`src/rtl/game_pkg.sv`:
```
// Shared types and constants for the penalty shoot-out sequencer.
package game_pkg;

  typedef enum logic [2:0] {
    IDLE,
    ARM,
    PLAY,
    SHOW,
    EVAL,
    DONE
  } seq_state_t;

  localparam logic ROLE_SHOOT = 1'b0;
  localparam logic ROLE_KEEP  = 1'b1;

  localparam int unsigned SCORE_W = 4;
  localparam int unsigned TIMER_W = 32;

  localparam logic [SCORE_W-1:0] SCORE_MAX = '1;

  // Increment that sticks at the counter ceiling instead of wrapping.
  function automatic logic [SCORE_W-1:0] sat_inc(input logic [SCORE_W-1:0] v);
    return (v == SCORE_MAX) ? v : v + SCORE_W'(1);
  endfunction

endpackage

```
`src/rtl/delay_timer.sv`:
```
// Loadable down-counter; expired_o is high while the count sits at zero.
module delay_timer
  import game_pkg::*;
(
  input  logic               clk,
  input  logic               rst,
  input  logic               load_i,
  input  logic [TIMER_W-1:0] load_val_i,
  input  logic               en_i,
  output logic               expired_o
);

  logic [TIMER_W-1:0] cnt_q, cnt_d;
  logic               expired_q;

  always_comb begin
    cnt_d = cnt_q;
    if (load_i) begin
      cnt_d = load_val_i;
    end else if (en_i && (cnt_q != '0)) begin
      cnt_d = cnt_q - TIMER_W'(1);
    end
  end

  // Expired flag is registered from the next count so it tracks cnt_q exactly.
  always_ff @(posedge clk) begin
    if (rst) begin
      cnt_q     <= '0;
      expired_q <= 1'b1;
    end else begin
      cnt_q     <= cnt_d;
      expired_q <= (cnt_d == '0);
    end
  end

  assign expired_o = expired_q;

endmodule

```
`src/rtl/round_sequencer.sv`:
```
// Solo-mode penalty shoot-out sequencer: alternates SHOOT/KEEP turns, scores
// results and decides regulation finish, sudden death or a capped draw.
module round_sequencer
  import game_pkg::*;
#(
  parameter int unsigned        ROUNDS_REGULAR = 5,
  parameter logic [TIMER_W-1:0] TIMEOUT_CYCLES = 32'd195_000_000,
  parameter logic [TIMER_W-1:0] RESULT_HOLD    = 32'd65_000_000
) (
  input  logic               clk,
  input  logic               rst,
  input  logic               start,
  input  logic               abort,
  input  logic               turn_done,
  input  logic               turn_scored,
  output logic               turn_role,
  output logic               turn_start,
  output logic [SCORE_W-1:0] round_idx,
  output logic [SCORE_W-1:0] score_player,
  output logic [SCORE_W-1:0] score_enemy,
  output logic               timeout_flag,
  output logic               busy,
  output logic               match_end,
  output logic               match_result,
  output logic               match_draw
);

  seq_state_t         state_q, state_d;
  logic               role_q, role_d;
  logic               turn_start_q, turn_start_d;
  logic [SCORE_W-1:0] round_q, round_d;
  logic [SCORE_W-1:0] sp_q, sp_d, se_q, se_d;
  logic [SCORE_W-1:0] kp_q, kp_d, ke_q, ke_d;
  logic               timeout_q, timeout_d;
  logic               busy_q, busy_d;
  logic               end_q, end_d;
  logic               result_q, result_d;
  logic               draw_q, draw_d;

  logic               tmr_load;
  logic [TIMER_W-1:0] tmr_val;
  logic               tmr_expired;
  logic               goal;

  delay_timer u_timer (
    .clk        (clk),
    .rst        (rst),
    .load_i     (tmr_load),
    .load_val_i (tmr_val),
    .en_i       ((state_q == PLAY) || (state_q == SHOW)),
    .expired_o  (tmr_expired)
  );

  // Match-end decisions in 5-bit unsigned so "score + kicks left" cannot wrap.
  logic [SCORE_W:0] sp5, se5, kp5, ke5, n5;
  logic             regular, reg_end, sd_end, cap_draw;

  assign sp5      = {1'b0, sp_q};
  assign se5      = {1'b0, se_q};
  assign kp5      = {1'b0, kp_q};
  assign ke5      = {1'b0, ke_q};
  assign n5       = (SCORE_W+1)'(ROUNDS_REGULAR);
  assign regular  = (kp5 <= n5) && (ke5 <= n5);
  assign reg_end  = regular && ((sp5 > se5 + (n5 - ke5)) || (se5 > sp5 + (n5 - kp5)));
  assign sd_end   = (kp5 >= n5) && (ke5 >= n5) && (kp_q == ke_q) && (sp_q != se_q);
  assign cap_draw = (kp_q == SCORE_MAX) && (ke_q == SCORE_MAX) && (sp_q == se_q);

  always_comb begin
    state_d      = state_q;
    role_d       = role_q;
    turn_start_d = 1'b0;
    round_d      = round_q;
    sp_d         = sp_q;
    se_d         = se_q;
    kp_d         = kp_q;
    ke_d         = ke_q;
    timeout_d    = 1'b0;
    result_d     = result_q;
    draw_d       = draw_q;
    tmr_load     = 1'b0;
    tmr_val      = RESULT_HOLD - TIMER_W'(1);
    goal         = 1'b0;

    unique case (state_q)
      IDLE, DONE: begin
        if (start) begin
          state_d  = ARM;
          role_d   = ROLE_SHOOT;
          round_d  = '0;
          sp_d     = '0;
          se_d     = '0;
          kp_d     = '0;
          ke_d     = '0;
          result_d = 1'b0;
          draw_d   = 1'b0;
        end
      end
      ARM: begin
        turn_start_d = 1'b1;
        tmr_load     = 1'b1;
        tmr_val      = TIMEOUT_CYCLES - TIMER_W'(1);
        state_d      = PLAY;
      end
      PLAY: begin
        // A turn_done on the expiry cycle wins over the timeout.
        if (turn_done || tmr_expired) begin
          goal      = turn_done ? turn_scored : (role_q == ROLE_KEEP);
          timeout_d = !turn_done;
          if (role_q == ROLE_SHOOT) begin
            kp_d = sat_inc(kp_q);
            if (goal) sp_d = sat_inc(sp_q);
          end else begin
            ke_d = sat_inc(ke_q);
            if (goal) se_d = sat_inc(se_q);
          end
          tmr_load = 1'b1;
          state_d  = SHOW;
        end
      end
      SHOW: begin
        if (tmr_expired) state_d = EVAL;
      end
      EVAL: begin
        if (reg_end || sd_end || cap_draw) begin
          state_d  = DONE;
          result_d = (sp_q > se_q);
          draw_d   = cap_draw;
        end else begin
          role_d  = ~role_q;
          if (role_q == ROLE_KEEP) round_d = sat_inc(round_q);
          state_d = ARM;
        end
      end
      default: state_d = IDLE;
    endcase

    if (abort) begin
      state_d      = IDLE;
      role_d       = ROLE_SHOOT;
      turn_start_d = 1'b0;
      round_d      = '0;
      sp_d         = '0;
      se_d         = '0;
      kp_d         = '0;
      ke_d         = '0;
      timeout_d    = 1'b0;
      result_d     = 1'b0;
      draw_d       = 1'b0;
      tmr_load     = 1'b0;
    end

    busy_d = (state_d == ARM) || (state_d == PLAY) || (state_d == SHOW) || (state_d == EVAL);
    end_d  = (state_d == DONE);
  end

  always_ff @(posedge clk) begin
    if (rst) begin
      state_q      <= IDLE;
      role_q       <= ROLE_SHOOT;
      turn_start_q <= 1'b0;
      round_q      <= '0;
      sp_q         <= '0;
      se_q         <= '0;
      kp_q         <= '0;
      ke_q         <= '0;
      timeout_q    <= 1'b0;
      busy_q       <= 1'b0;
      end_q        <= 1'b0;
      result_q     <= 1'b0;
      draw_q       <= 1'b0;
    end else begin
      state_q      <= state_d;
      role_q       <= role_d;
      turn_start_q <= turn_start_d;
      round_q      <= round_d;
      sp_q         <= sp_d;
      se_q         <= se_d;
      kp_q         <= kp_d;
      ke_q         <= ke_d;
      timeout_q    <= timeout_d;
      busy_q       <= busy_d;
      end_q        <= end_d;
      result_q     <= result_d;
      draw_q       <= draw_d;
    end
  end

  assign turn_role    = role_q;
  assign turn_start   = turn_start_q;
  assign round_idx    = round_q;
  assign score_player = sp_q;
  assign score_enemy  = se_q;
  assign timeout_flag = timeout_q;
  assign busy         = busy_q;
  assign match_end    = end_q;
  assign match_result = result_q;
  assign match_draw   = draw_q;

endmodule

```
`config.mk`:
```
export PLATFORM = sky130hd
export DESIGN_NAME = round_sequencer
export DESIGN_NICKNAME = d
export VERILOG_FILES = /design/src/rtl/game_pkg.sv /design/src/rtl/delay_timer.sv /design/src/rtl/round_sequencer.sv
export SDC_FILE = /design/constraint.sdc
export NUM_CORES = 1
export LEC_CHECK = 0
export BUFFER_PORTS_ARGS = -buffer_cell sky130_fd_sc_hd__buf_4
export CAP_MARGIN = 20
export CORE_MARGIN = 3
export CORE_UTILIZATION = 35
export DETAILED_ROUTE_END_ITERATION = 10
export PLACE_DENSITY_LB_ADDON = 0.25
export REMOVE_ABC_BUFFERS = 1
export SETUP_SLACK_MARGIN = 0.1
export SKIP_LAST_GASP = 1
export SLEW_MARGIN = 20
export SYNTH_ARGS = -nofsm -noshare
export SYNTH_HDL_FRONTEND = slang
export SYNTH_HIERARCHICAL = 1
export SYNTH_SLANG_ARGS = --single-unit
```
`constraint.sdc`:
```
create_clock -name clk -period 8 [get_ports clk]
set_clock_uncertainty 0.05 [all_clocks]
set_input_delay 1.6 -clock clk [delete_from_list [all_inputs] [get_ports clk]]
set_output_delay 1.6 -clock clk [all_outputs]
set_load 0.03 [all_outputs]
```
==> results_dict.tcl <==
set metrics [dict create \
    status "completed" \
    grt_antenna_before_repair 0 \
    h-tree-depth 3 \
    cts_resized 0 \
    netlist_instances 570 \
    synth-async-reset-ratio_pct 0 \
    detail_route.wl_per_cell_um 15.0 \
    numCtsBuffers 9 \
    synth_top_area_share_pct 27.0 \
    crit_type "in2reg" \
    cp_max_fo 32 \
    internal_power_mw 0.668 \
    rsz0062_at_grt "false" \
    ant_nets 0 \
    p_comb_share_pct 17.8 \
    ys.flop_type "dfxtp_1" \
    grt_use_total_pct 16.7 \
    cts_num_sinks 63 \
    worst_pin_slew_ns 0.705 \
    finalHoldViolCount 0 \
    fmax_ghz 0.245 \
    drtPass1Iterations 5 \
    cts_tree "yes" \
    grt_pass1_vias 3999 \
    p_leak_nw 2.23 \
    max-vdd-ir-drop_mv 0.0973 \
    pwr_density_cell_nw_per_um2 171 \
    crit_slowest_cell "nor2_4" \
    ys_ff_latch 63 \
    yosys_warnings 6 \
    drt_iter0_markers 367 \
    cts_buffer_depth 2 \
    gp_congestion 0.861 \
    post-route-drc-count 0 \
    synth_edf_count 0 \
    ys_seq_area_share_pct 27.0 \
    port_buffers 24 \
    clkLatencyLatePin_ns 0.33 \
    holdBufCountCts 0 \
    cp-start-kind "input port" \
    power_mw 0.931 \
    cap_violations 0 \
    pwr-share-clk_pct 45.4 \
    synth_top_area_cell "dfxtp_1" \
    cp_common_cell "buf_4" \
    reg2reg_slack_ns 3.97 \
    postCtsSetupBuffers 0 \
    switchingPower_mw 0.263 \
    relSlewSlack_pct 52.9 \
    cp-end-kind "flop" \
    hpwl_um 9040 \
    min_period_ns 4.08 \
    syn_to_final_growth_pct 16.3 \
    io_pins 25 \
    worstPathRequired_ns 8.22 \
    vias 4198 \
    switching_share_pct 28.2 \
    p_seq_share_pct 36.8 \
    grt-ovfl-total 0 \
    clk_pin_slew_ns 0.05 \
    cts-root-buf "clkbuf_16" \
    hp-class "reg2reg" \
    rows 41 \
    cp_cell_sequence "buf_4, or2_1, a21oi_1, nor2_4, buf_4, inv_2, and3_2, a32oi_1, o21ai_1, nor3_1, and4_1, a41o_1" \
    cp_data_arrival_time_ns 4.30 \
    post-route-period-util_pct 51.0 \
    die_h_um 122 \
    mostFrequentLayoutCells "63 x nor2_1, 63 x dfxtp_1, 39 x ha_1, 38 x nand2_1, 37 x inv_1" \
    synth.top_cells.by_area "dfxtp_1 27%, ha_1 10%, nor2_1 5.1%" \
    core_um2 12800 \
    finalSetupViolCount 0 \
    dieArea_um2 14800 \
    avgViaCountPerCell 5.28 \
    cp_slowest_stage_delay_ns 0.56 \
    die_width_um 122 \
    layout-drive-gt1-share_pct 11.6 \
    syn_avg_cell_area_um2 8.21 \
    grt_pass1_wl_um 19800 \
    initial_utilization_pct 36.5 \
    grt_max_degree 36 \
    synth.cell_area_um2 4680 \
    synth_cell_types 87 \
    fin_setup_tns_ns 0 \
    final_max_slew_viol_count 0 \
    wirelength_um 11900 \
    final_nets 665 \
    antenna-diode-count 0 \
]
-- registers in the layout, summed over array words and instances (netlist names) --
| signal | flops |
|---|---|
| kp_q | 4 |
| timeout_flag | 1 |
| turn_start | 1 |
| state_q | 3 |
| ke_q | 4 |
| match_end | 1 |
| busy | 1 |
| score_player | 4 |
| u_timer/expired_o | 1 |
| u_timer/cnt_q | 32 |
| score_enemy | 4 |
| round_idx | 4 |
| match_result | 1 |
| match_draw | 1 |
| turn_role | 1 |
-- worst paths after layout --
check,cells after the start,startpoint,to
setup / recovery,12,turn_done,u_timer/expired_o
hold reg to reg,2,match_result,match_result
setup reg to reg,13,state_q[0],u_timer/expired_o
hold / removal,2,match_result,match_result
-- critical path, delay by kind of cell --
family / cells / cell delay [ns]
compound gates: 4 / 0.57
buf+inv: 3 / 0.77
simple gates: 5 / 1.36
-- power by group through the flow --
stage	Sequential (mW)	Combinational, mW	Clock [mW]
global placement	0.349	0.162	0
global route	0.345	0.182	0.447
floorplan	0.346	0.120	0
CTS	0.342	0.164	0.433
finish	0.343	0.166	0.423
detailed placement	0.349	0.163	0
-- stage by stage --
stage          area, um2  instances  utilization [%]  setup WS [ns]  hold slack (ns)
4_1_cts             5440        795             42.4           3.97            0.449
6_report            5440        795             42.4           3.92            0.457
2_1_floorplan       4710        582                -           2.59            0.444
3_5_place_dp        5120        779             39.9           3.63            0.442
3_3_place_gp        5120        779             39.9           3.71            0.440
5_1_grt             5440        795             42.4           3.61            0.473
-- routing by layer --
layer	up-vias	part of all wire, %	track usage, %
li1	2125	-	-
met1	1982	49	22.7
met2	80	45	26.5
met3	11	4.8	4.27
met4	0	0.97	4.06
met5	-	0	0
-- kinds of logic after synthesis --
| logic type | after synthesis | synth area share [%] |
|---|---|---|
| other | 2 | 0.160 |
| AND/OR/NAND/NOR | 243 | 30.1 |
| buffers and inverters | 60 | 5.13 |
| XOR/XNOR | 31 | 5.80 |
| AO/OA/AOI/OAI | 119 | 18.2 |
| multiplexers | 10 | 2.14 |
| flip-flops | 63 | 27.0 |
| adder cells (fa/ha/maj) | 42 | 11.5 |
-- cells in the mapped netlist (3+ instances only) --
cell type / number
nand4_1: 9
inv_1: 37
buf_1: 3
nand2_1: 38
and3_1: 5
or3_1: 6
o31a_1: 4
buf_2: 6
nand2b_1: 18
a211oi_1: 7
nor2_1: 64
mux2i_1: 10
o31ai_1: 6
a21o_1: 4
clkbuf_1: 11
o211ai_1: 3
nor4_1: 9
o21a_1: 3
nand3_1: 17
and4_1: 7
nor2b_1: 11
nor4_2: 3
a21oi_1: 32
nor3_1: 20
a31oi_1: 5
xnor2_1: 20
nand3b_1: 3
o21ai_0: 19
ha_1: 39
nor4_4: 4
xor2_1: 11
dfxtp_1: 63
or4_1: 4
-- final cells by class --
| class | instances | area [um2] |
|---|---|---|
| clock buffer | 11 | 243 |
| clock inverter | 5 | 81.3 |
| fill | 1294 | 7380 |
| inverter | 39 | 146 |
| multi-input combinational | 480 | 3310 |
| sequential | 63 | 1260 |
| tap | 172 | 215 |
| timing repair buffer | 25 | 188 |
Power figures use the tool's default switching activity.
